$ cat src/rtl/pc_unit.sv
// rtl/pc_unit.sv - Fetch program counter with handshake, EX redirect resolution and misalign trap.
// Optional direct-mapped branch target buffer enabled by defining PC_BTB_EN.
module pc_unit #(
    parameter int                XLEN      = 32,
    parameter logic [XLEN-1:0]   RESET_PC  = '0,
    parameter logic [XLEN-1:0]   TRAP_PC   = 'h1C00,
    parameter int                BTB_DEPTH = 16
) (
    input  logic            clk,
    input  logic            rstn,
    input  logic            stall,
    output logic            fetch_valid,
    input  logic            fetch_ready,
    output logic [XLEN-1:0] pc,
    output logic [XLEN-1:0] npc,
    input  logic            ex_valid,
    input  logic [XLEN-1:0] ex_pc,
    input  logic [XLEN-1:0] ex_pred_npc,
    input  logic [XLEN-1:0] imm,
    input  logic [XLEN-1:0] y,
    input  logic [2:0]      cmp,
    input  logic [2:0]      branch,
    input  logic [1:0]      pcsrc,
    output logic            redirect,
    output logic            misalign
);
    localparam logic [XLEN-1:0] FOUR = XLEN'(4);

    logic [XLEN-1:0] pc_q, pc_d;
    logic            run_q;
    logic            taken;
    logic            is_branch;
    logic [XLEN-1:0] target;
    logic [XLEN-1:0] pred;
    logic            hold;

    assign taken     = |(cmp & branch);
    assign is_branch = (pcsrc == 2'b00) || (pcsrc == 2'b11);

    always_comb begin
        target = ex_pc + FOUR;
        case (pcsrc)
            2'b01:   target = y;
            2'b10:   target = {y[XLEN-1:1], 1'b0};
            default: target = taken ? ex_pc + {imm[XLEN-2:0], 1'b0} : ex_pc + FOUR;
        endcase
    end

    assign misalign    = ex_valid & (target[1:0] != 2'b00);
    assign redirect    = ex_valid & (misalign | (target != ex_pred_npc));
    assign fetch_valid = run_q & ~stall;

    // Advance only on an accepted request; before run is set nothing is requested, so hold.
    assign hold = stall | ~run_q | (fetch_valid & ~fetch_ready);

`ifdef PC_BTB_EN
    localparam int IDX_W = $clog2(BTB_DEPTH);
    localparam int TAG_W = XLEN - IDX_W - 2;

    logic             btb_valid_q [BTB_DEPTH];
    logic [TAG_W-1:0] btb_tag_q   [BTB_DEPTH];
    logic [XLEN-1:0]  btb_tgt_q   [BTB_DEPTH];
    logic [IDX_W-1:0] rd_idx, wr_idx;
    logic [TAG_W-1:0] rd_tag, wr_tag;
    logic             btb_hit;
    logic             btb_wr, btb_clr;

    assign rd_idx  = pc_q[IDX_W+1:2];
    assign rd_tag  = pc_q[XLEN-1:IDX_W+2];
    assign wr_idx  = ex_pc[IDX_W+1:2];
    assign wr_tag  = ex_pc[XLEN-1:IDX_W+2];
    assign btb_hit = btb_valid_q[rd_idx] && (btb_tag_q[rd_idx] == rd_tag);
    assign pred    = btb_hit ? btb_tgt_q[rd_idx] : pc_q + FOUR;

    assign btb_wr  = ex_valid & ~misalign & ((is_branch & taken) | (pcsrc == 2'b01));
    assign btb_clr = ex_valid & ~misalign & is_branch & ~taken &
                     btb_valid_q[wr_idx] & (btb_tag_q[wr_idx] == wr_tag);

    always_ff @(posedge clk or negedge rstn) begin
        if (!rstn) begin
            for (int i = 0; i < BTB_DEPTH; i++) btb_valid_q[i] <= 1'b0;
        end else if (btb_wr) begin
            btb_valid_q[wr_idx] <= 1'b1;
        end else if (btb_clr) begin
            btb_valid_q[wr_idx] <= 1'b0;
        end
    end

    // Tag/target payload needs no reset: it is only ever read behind a valid bit.
    always_ff @(posedge clk) begin
        if (btb_wr) begin
            btb_tag_q[wr_idx] <= wr_tag;
            btb_tgt_q[wr_idx] <= target;
        end
    end
`else
    assign pred = pc_q + FOUR;
`endif

    always_comb begin
        pc_d = pred;
        if (misalign)      pc_d = TRAP_PC;
        else if (redirect) pc_d = target;
        else if (hold)     pc_d = pc_q;
    end

    always_ff @(posedge clk or negedge rstn) begin
        if (!rstn) begin
            pc_q  <= RESET_PC;
            run_q <= 1'b0;
        end else begin
            pc_q  <= pc_d;
            run_q <= 1'b1;
        end
    end

    assign pc  = pc_q;
    assign npc = pc_d;
endmodule

$ cat config.mk
export PLATFORM = sky130hd
export DESIGN_NAME = pc_unit
export DESIGN_NICKNAME = d
export VERILOG_FILES = /design/src/rtl/pc_unit.sv
export SDC_FILE = /design/constraint.sdc
export NUM_CORES = 1
export LEC_CHECK = 0
export BUFFER_PORTS_ARGS = -buffer_cell sky130_fd_sc_hd__buf_4
export CAP_MARGIN = 10
export CORE_MARGIN = 10
export CORE_UTILIZATION = 45
export CTS_BUF_LIST = sky130_fd_sc_hd__clkbuf_4 sky130_fd_sc_hd__clkbuf_8
export DETAILED_ROUTE_END_ITERATION = 10
export GPL_TIMING_DRIVEN = 0
export PLACE_DENSITY = 0.69
export SYNTH_ARGS = -nofsm -noshare
export SYNTH_HDL_FRONTEND = slang
export SYNTH_SLANG_ARGS = --single-unit
$ cat constraint.sdc
create_clock -name clk -period 4.6 [get_ports clk]
set_input_delay 0.23 -clock clk [delete_from_list [all_inputs] [get_ports clk]]
set_output_delay 0.23 -clock clk [all_outputs]
set_load 0.005 [all_outputs]
==> impl_metrics.env, run 1 <==
export IMPL_io_pins=208
export IMPL_grt_busiest_layer="met2"
export IMPL_crit_chain="buf_4 -> ha_1 -> and2_1 -> a221o_1 -> o21ai_1 -> nand2_1 -> a221oi_2 -> o2111ai_1 -> a2111oi_1 -> o2111a_2 -> and4b_2 -> buf_4 -> a21oi_2 -> a2bb2oi_1 -> buf_4"
export IMPL_synth_area_sq_um=6420
export IMPL_htree_num_levels=2
export IMPL_overflow=0
export IMPL_routedWlPerCell_um=24.3
export IMPL_synth_main_ff_cell="dfrtp_1"
export IMPL_cts_tree="built"
export IMPL_critPathLaunchType="input pin"
export IMPL_met3_usage=0.0473
export IMPL_ir_drop_uv=109
export IMPL_slowest_delay_ns=0.45
export IMPL_clk_latency_ns=0.30
export IMPL_syn_avg_cell_area_sq_um=7.07
export IMPL_final_cell_mix="buf_4, nand2_1, o21ai_0"
export IMPL_synth_cell_type_count=86
export IMPL_vias=8687
export IMPL_p_per_area_nw_per_um2=210
export IMPL_postPlaceCellArea_sq_um=8190
export IMPL_design_core_area_sq_um=13900
export IMPL_drtAntennaViolNets=0
export IMPL_status="complete, no violations"
export IMPL_place_hpwl_um=26000
export IMPL_portBuffers=206
export IMPL_multiInputGateArea_sq_um=5530
export IMPL_cts_max_path_buffers=2
export IMPL_rows=43
export IMPL_cts_inserted_buffers=5
export IMPL_first_global_vias=8443
export IMPL_p_leak_nw=3.75
export IMPL_synth_cells=908
export IMPL_endpoint_kind="primary output"
export IMPL_regArea_sq_um=826
export IMPL_final_util=0.623
export IMPL_use_met2=0.500
export IMPL_fin_crit_ns=4.51
export IMPL_async_flop_share=1.00
export IMPL_cts_sinks=33
export IMPL_use_met1=0.384
export IMPL_drtIter0Drc=755
export IMPL_drive_gt1_frac=0.273
export IMPL_worst_slew_pin_slew_ns=0.812
export IMPL_syn_to_final_growth_pct=35.3
export IMPL_ys_ff_latch=33
export IMPL_cp_max_fo=5
export IMPL_slew_headroom=0.453
export IMPL_period_share=0.981
export IMPL_finish_instance_area_sq_um=8680
export IMPL_hold_viol_final=0
export IMPL_crit_path_top_delay_cell="a2111oi_1"
export IMPL_max_freq_mhz=222
export IMPL_hp_class="in2reg"
export IMPL_vias_per_cell=6.62
export IMPL_antenna_found_initial=0
export IMPL_critical_path_class="in2out"
export IMPL_fin_nets=1307
export IMPL_maxCapViolations=0
export IMPL_dieArea_sq_um=19400
export IMPL_gp_congestion=1.04
export IMPL_setup_ws_ns=0.0897
export IMPL_cts_root_buf="clkbuf_8"
export IMPL_cp_arrival_ns=4.28
export IMPL_die_h_um=139
export IMPL_cts_clk_slew_worst_paths_ns=0.07
export IMPL_synth_edff_count=0
export IMPL_synth_net_count=1084
export IMPL_yosysSeqAreaShare=0.129
export IMPL_fin_skew_ns=0.00931
export IMPL_chipWidth_um=139
export IMPL_finalWirelength_um=31900
export IMPL_finalSetupViolCount=0
export IMPL_grt_pass1_wl_um=47700
export IMPL_fillCellCount=1357
export IMPL_pre_cts_slack_ns=-0.831
export IMPL_first_pass_iters=5
export IMPL_track_usage=0.303
export IMPL_grt_max_degree=34
export IMPL_num_antenna_cells=0
export IMPL_start_util=0.461
export IMPL_final_max_slew_viol_count=0
export IMPL_drc=0
export IMPL_yosys_warnings=0
export IMPL_fin_hold_ws_ns=0.274
export IMPL_layout_commonest_cell="buf_4"
export IMPL_required_ns=4.37
export IMPL_crit_top_cell="buf_4"
synthesized netlist by cell type (4+ instances only):
library cell,count,area [sq um]
nand2_1,109,409
o21ai_0,62,310
nor2_1,60,225
a21oi_1,54,270
xnor2_1,45,394
inv_1,36,135
ha_1,34,425
dfrtp_1,33,826
nand4_1,31,194
xor2_1,31,272
clkbuf_1,30,113
nand3_1,30,150
a31oi_1,25,156
nor3_1,24,120
and3_1,17,106
o22ai_1,17,106
mux2i_1,16,160
o211ai_1,15,113
and4_1,14,123
a211oi_1,13,97.6
and2_1,12,75.1
buf_2,10,50.1
nor4_1,10,62.6
or3_1,10,62.6
a21o_1,9,67.6
a21boi_0,8,60.1
a22oi_1,8,60.1
nand2b_1,7,43.8
o21a_1,7,52.6
or4_1,7,52.6
a2111oi_0,5,43.8
a221oi_1,5,43.8
nor2b_1,5,31.3
o2111ai_1,5,43.8
o31ai_1,5,37.5
o211a_1,4,40.0
o21ai_1,4,20.0
o221ai_1,4,35.0
o2bb2ai_1,4,35.0
o32ai_1,4,35.0
report_power, final:
group | switching, mW | internal (mW) | leakage [nW] | total (mW)
sequential | 0.0524 | 0.332 | 0.430 | 0.384
combinational | 0.691 | 0.503 | 3.26 | 1.19
clock | 0.115 | 0.135 | 0.0542 | 0.250
total | 0.858 | 0.970 | 3.75 | 1.83
routing by layer:
metal | share of wire | vias up
met5 | 0 | -
met4 | 0.046 | 0
met3 | 0.10 | 95
met2 | 0.46 | 589
met1 | 0.39 | 4081
li1 | - | 3922
worst max-delay path, delay by kind of cell:
family | cells | cell delay [ns]
AO/OA/AOI/OAI | 8 | 2.61
adder cells (fa/ha/maj) | 1 | 0.36
buffers and inverters | 3 | 0.42
AND/OR/NAND/NOR | 3 | 0.66
cells by family after synthesis:
| family | count (synthesis) | synth area share |
|---|---|---|
| compound gates | 304 | 0.321 |
| xor+xnor | 76 | 0.104 |
| fa+ha+maj | 35 | 0.0694 |
| buf+inv | 82 | 0.0524 |
| flops | 33 | 0.129 |
| mux | 20 | 0.0337 |
| other cells | 1 | 0.000584 |
| simple gates | 357 | 0.290 |
flip-flops by register name, summed over array words and instances (netlist names):
name,count
pc,32
run_q,1
per-stage QoR:
stage | TNS (ns) | std cells | power [mW]
after floorplan | 0 | 908 | 0.960
after global placement | -39.76 | 1294 | 1.46
after detailed placement | -37.10 | 1294 | 1.47
after CTS | -0.00763 | 1308 | 1.75
after global routing | -0.889 | 1312 | 1.93
final | 0 | 1312 | 1.83
final cells by class:
| class | count | area share |
|---|---|---|
| multi-input cells | 793 | 0.637 |
| plain buffers | 41 | 0.0232 |
| flip-flops and latches | 33 | 0.0951 |
| clock buffers | 7 | 0.0111 |
| repair buffers | 221 | 0.191 |
| well taps | 180 | 0.0259 |
| clock inverters | 1 | 0.000576 |
| inverters | 36 | 0.0156 |
what timing repair did:
action	in CTS	in global routing
endpoints found under the setup margin	64	33
pin swaps	4	8
buffers inserted	5	9
hold endpoints to repair	33	0
resized for setup	27	41
hold buffers	1	0
final timing paths:
kind | slack, ns | cells past startpoint | from | end
max | 0.09 | 15 | ex_pc[5] | npc[10]
min | 0.27 | 2 | ex_valid | pc[19]
max reg2reg | 1.73 | 11 | run_q | pc[26]
min reg2reg | 0.57 | 1 | pc[0] | pc[0]
max in group asynchronous | 3.88 | 2 | rstn | pc[15]
min in group asynchronous | 0.41 | 2 | rstn | run_q
Power figures use the tool's default switching activity.
==> run 2: changes to the inputs <==
--- a/config.mk
+++ b/config.mk
@@ -7,7 +7,7 @@
 export LEC_CHECK = 0
 export BUFFER_PORTS_ARGS = -buffer_cell sky130_fd_sc_hd__buf_4
 export CAP_MARGIN = 10
-export CORE_MARGIN = 10
+export CORE_MARGIN = 4
 export CORE_UTILIZATION = 45
 export CTS_BUF_LIST = sky130_fd_sc_hd__clkbuf_4 sky130_fd_sc_hd__clkbuf_8
 export DETAILED_ROUTE_END_ITERATION = 10
==> run 2 against run 1 <==
  * Power down 0.88%
  * Wire length down 4.1%
  * Worst hold slack better by 0.0073 ns
  * Global-route usage up 5.0 points
  * Critical path depth up 3
  * Non-clock buffer count up 3
  * Via count down 1.3%
  * Sequential power about the same
  * Register-to-register slack better by 0.03 ns
  * Sequential cell count unchanged
  * Combinational power about the same
  * Critical path type unchanged
  * Critical endpoint is now npc[30]
  * Largest power group unchanged
==> impl_metrics.env, run 2 (same netlist as run 1, synthesis figures left out) <==
export IMPL_track_usage=0.353
export IMPL_reg2reg_to="pc[26]"
export IMPL_grt_pass1_wl_um=44700
export IMPL_vias_per_cell=6.52
export IMPL_regArea_sq_um=826
export IMPL_finalSetupViolCount=0
export IMPL_finalWirelength_um=30600
export IMPL_fin_crit_ns=4.49
export IMPL_fin_tns_setup_ns=0
export IMPL_comb_power_share=0.664
export IMPL_p_per_area_nw_per_um2=207
export IMPL_first_global_vias=7993
export IMPL_fin_nets=1310
export IMPL_largest_reg_flops=32
export IMPL_io_pins=208
export IMPL_hold_viol_final=0
export IMPL_endpoint="npc[30]"
export IMPL_hp_class="in2reg"
export IMPL_drive_gt1_frac=0.281
export IMPL_fillCellCount=1342
export IMPL_rows=43
export IMPL_cp_max_fo=10
export IMPL_reg2reg_depth=11
export IMPL_htree_num_levels=2
export IMPL_p_leak_nw=3.76
export IMPL_ir_drop_uv=137
export IMPL_place_hpwl_um=24800
export IMPL_syn_to_final_growth_pct=36.2
export IMPL_clk_latency_ns=0.30
export IMPL_fin_skew_ns=0.00647
export IMPL_reg2reg_slack_ns=1.76
export IMPL_dieArea_sq_um=16200
export IMPL_p_int_mw=0.954
export IMPL_p_clk_frac=0.124
export IMPL_chipWidth_um=127
export IMPL_period_share=0.977
export IMPL_final_cell_mix="buf_4, nand2_1, nor2_1, o21ai_0, a21oi_1"
export IMPL_cp_arrival_ns=4.26
export IMPL_cts_root_buf="clkbuf_8"
export IMPL_gp_congestion=1.03
export IMPL_cts_inserted_buffers=5
export IMPL_design_core_area_sq_um=13900
export IMPL_cts_clk_slew_worst_paths_ns=0.07
export IMPL_endpoint_kind="primary output"
export IMPL_required_ns=4.37
export IMPL_portBuffers=206
export IMPL_cts_sinks=33
export IMPL_die_h_um=127
export IMPL_critPathLaunch="ex_pc[1]"
export IMPL_drtIter0Drc=796
export IMPL_grt_max_degree=34
export IMPL_routedWlPerCell_um=23.3
export IMPL_maxCapViolations=0
export IMPL_worst_slew_pin_slew_ns=0.830
export IMPL_critPathLaunchType="input pin"
export IMPL_slew_headroom=0.444
export IMPL_start_util=0.461
export IMPL_cts_max_path_buffers=2
export IMPL_vias=8576
export IMPL_final_max_slew_viol_count=0
export IMPL_first_pass_iters=6
export IMPL_max_freq_mhz=223
export IMPL_num_antenna_cells=0
export IMPL_power_switching_mw=0.857
export IMPL_cts_tree="built"
export IMPL_drc=0
export IMPL_critical_path_class="in2out"
export IMPL_antenna_found_initial=0
export IMPL_layout_commonest_cell="buf_4"
export IMPL_power_frac_seq=0.212
export IMPL_status="complete, no violations"
export IMPL_swShare=0.473
export IMPL_drtAntennaViolNets=0
export IMPL_p_total_mw=1.81
export IMPL_fin_hold_ws_ns=0.282
export IMPL_overflow=0
export IMPL_reg2reg_from="run_q"
export IMPL_multiInputGateArea_sq_um=5580
run 2: cell types whose count changed in the layout (fill, tap and decap cells not counted), sizes merged:
cell and delta:
buf +4, clkbuf -2, clkinv +1
run 2: power by group through the flow:
stage	clock network [mW]	logic, mW	registers, mW
floorplan	0	0.578	0.382
global placement	0	1.07	0.387
detailed placement	0	1.07	0.388
CTS	0.227	1.11	0.383
global route	0.238	1.28	0.390
finish	0.224	1.20	0.384
run 2: stage by stage:
step                      worst slack [ns]  area, sq um  cells  utilization
final                                0.107         8740   1315        0.627
after global placement              -0.841         8190   1294        0.588
after detailed placement            -0.817         8190   1294        0.588
after global routing               -0.0590         8740   1315        0.627
after CTS                           0.0261         8430   1307        0.605
after floorplan                      0.726         6420    908            -
run 2: layer usage:
layer	GRT usage	vias to the layer above	routed length (um)
li1	-	3931	-
met1	0.450	3985	11800
met2	0.582	569	14000
met3	0.0732	91	3550
met4	0.144	0	1310
met5	0	-	0
run 2: worst max-delay path, cell delays in order:
cell and delay [ns]:
buf_4 0.09, ha_1 0.17, inv_1 0.06, fa_1 0.41, nand2b_4 0.18, a211oi_4 0.41
o21ai_4 0.16, buf_4 0.17, a21oi_1 0.12, a31oi_1 0.07, o211ai_1 0.39, a21boi_0 0.41
a2111oi_2 0.18, and4b_2 0.32, a21oi_2 0.19, clkbuf_4 0.27, mux2i_4 0.29, buf_4 0.15
run 2: area by class of cell:
type / count / share of cell area
multi-input combinational: 793 / 0.638
clock buffer: 6 / 0.00873
clock inverter: 2 / 0.00114
timing repair buffer: 224 / 0.193
inverter: 36 / 0.0155
buffer: 41 / 0.0236
sequential: 33 / 0.0944
tap: 180 / 0.0258
run 2: worst min path at each step:
stage	start	end	cells after the start
finish	ex_valid	pc[14]	2
global placement	rstn	pc[5]	1
floorplan	rstn	pc[0]	0
global route	ex_valid	pc[14]	2
CTS	ex_valid	pc[14]	2
detailed placement	rstn	pc[7]	1
run 2: timing repair:
action,in CTS,in global routing
setup endpoints to repair,64,33
pin swaps,3,11
endpoints found under the hold margin,33,0
resized for setup,31,50
hold buffers,1,0
setup buffers,4,13
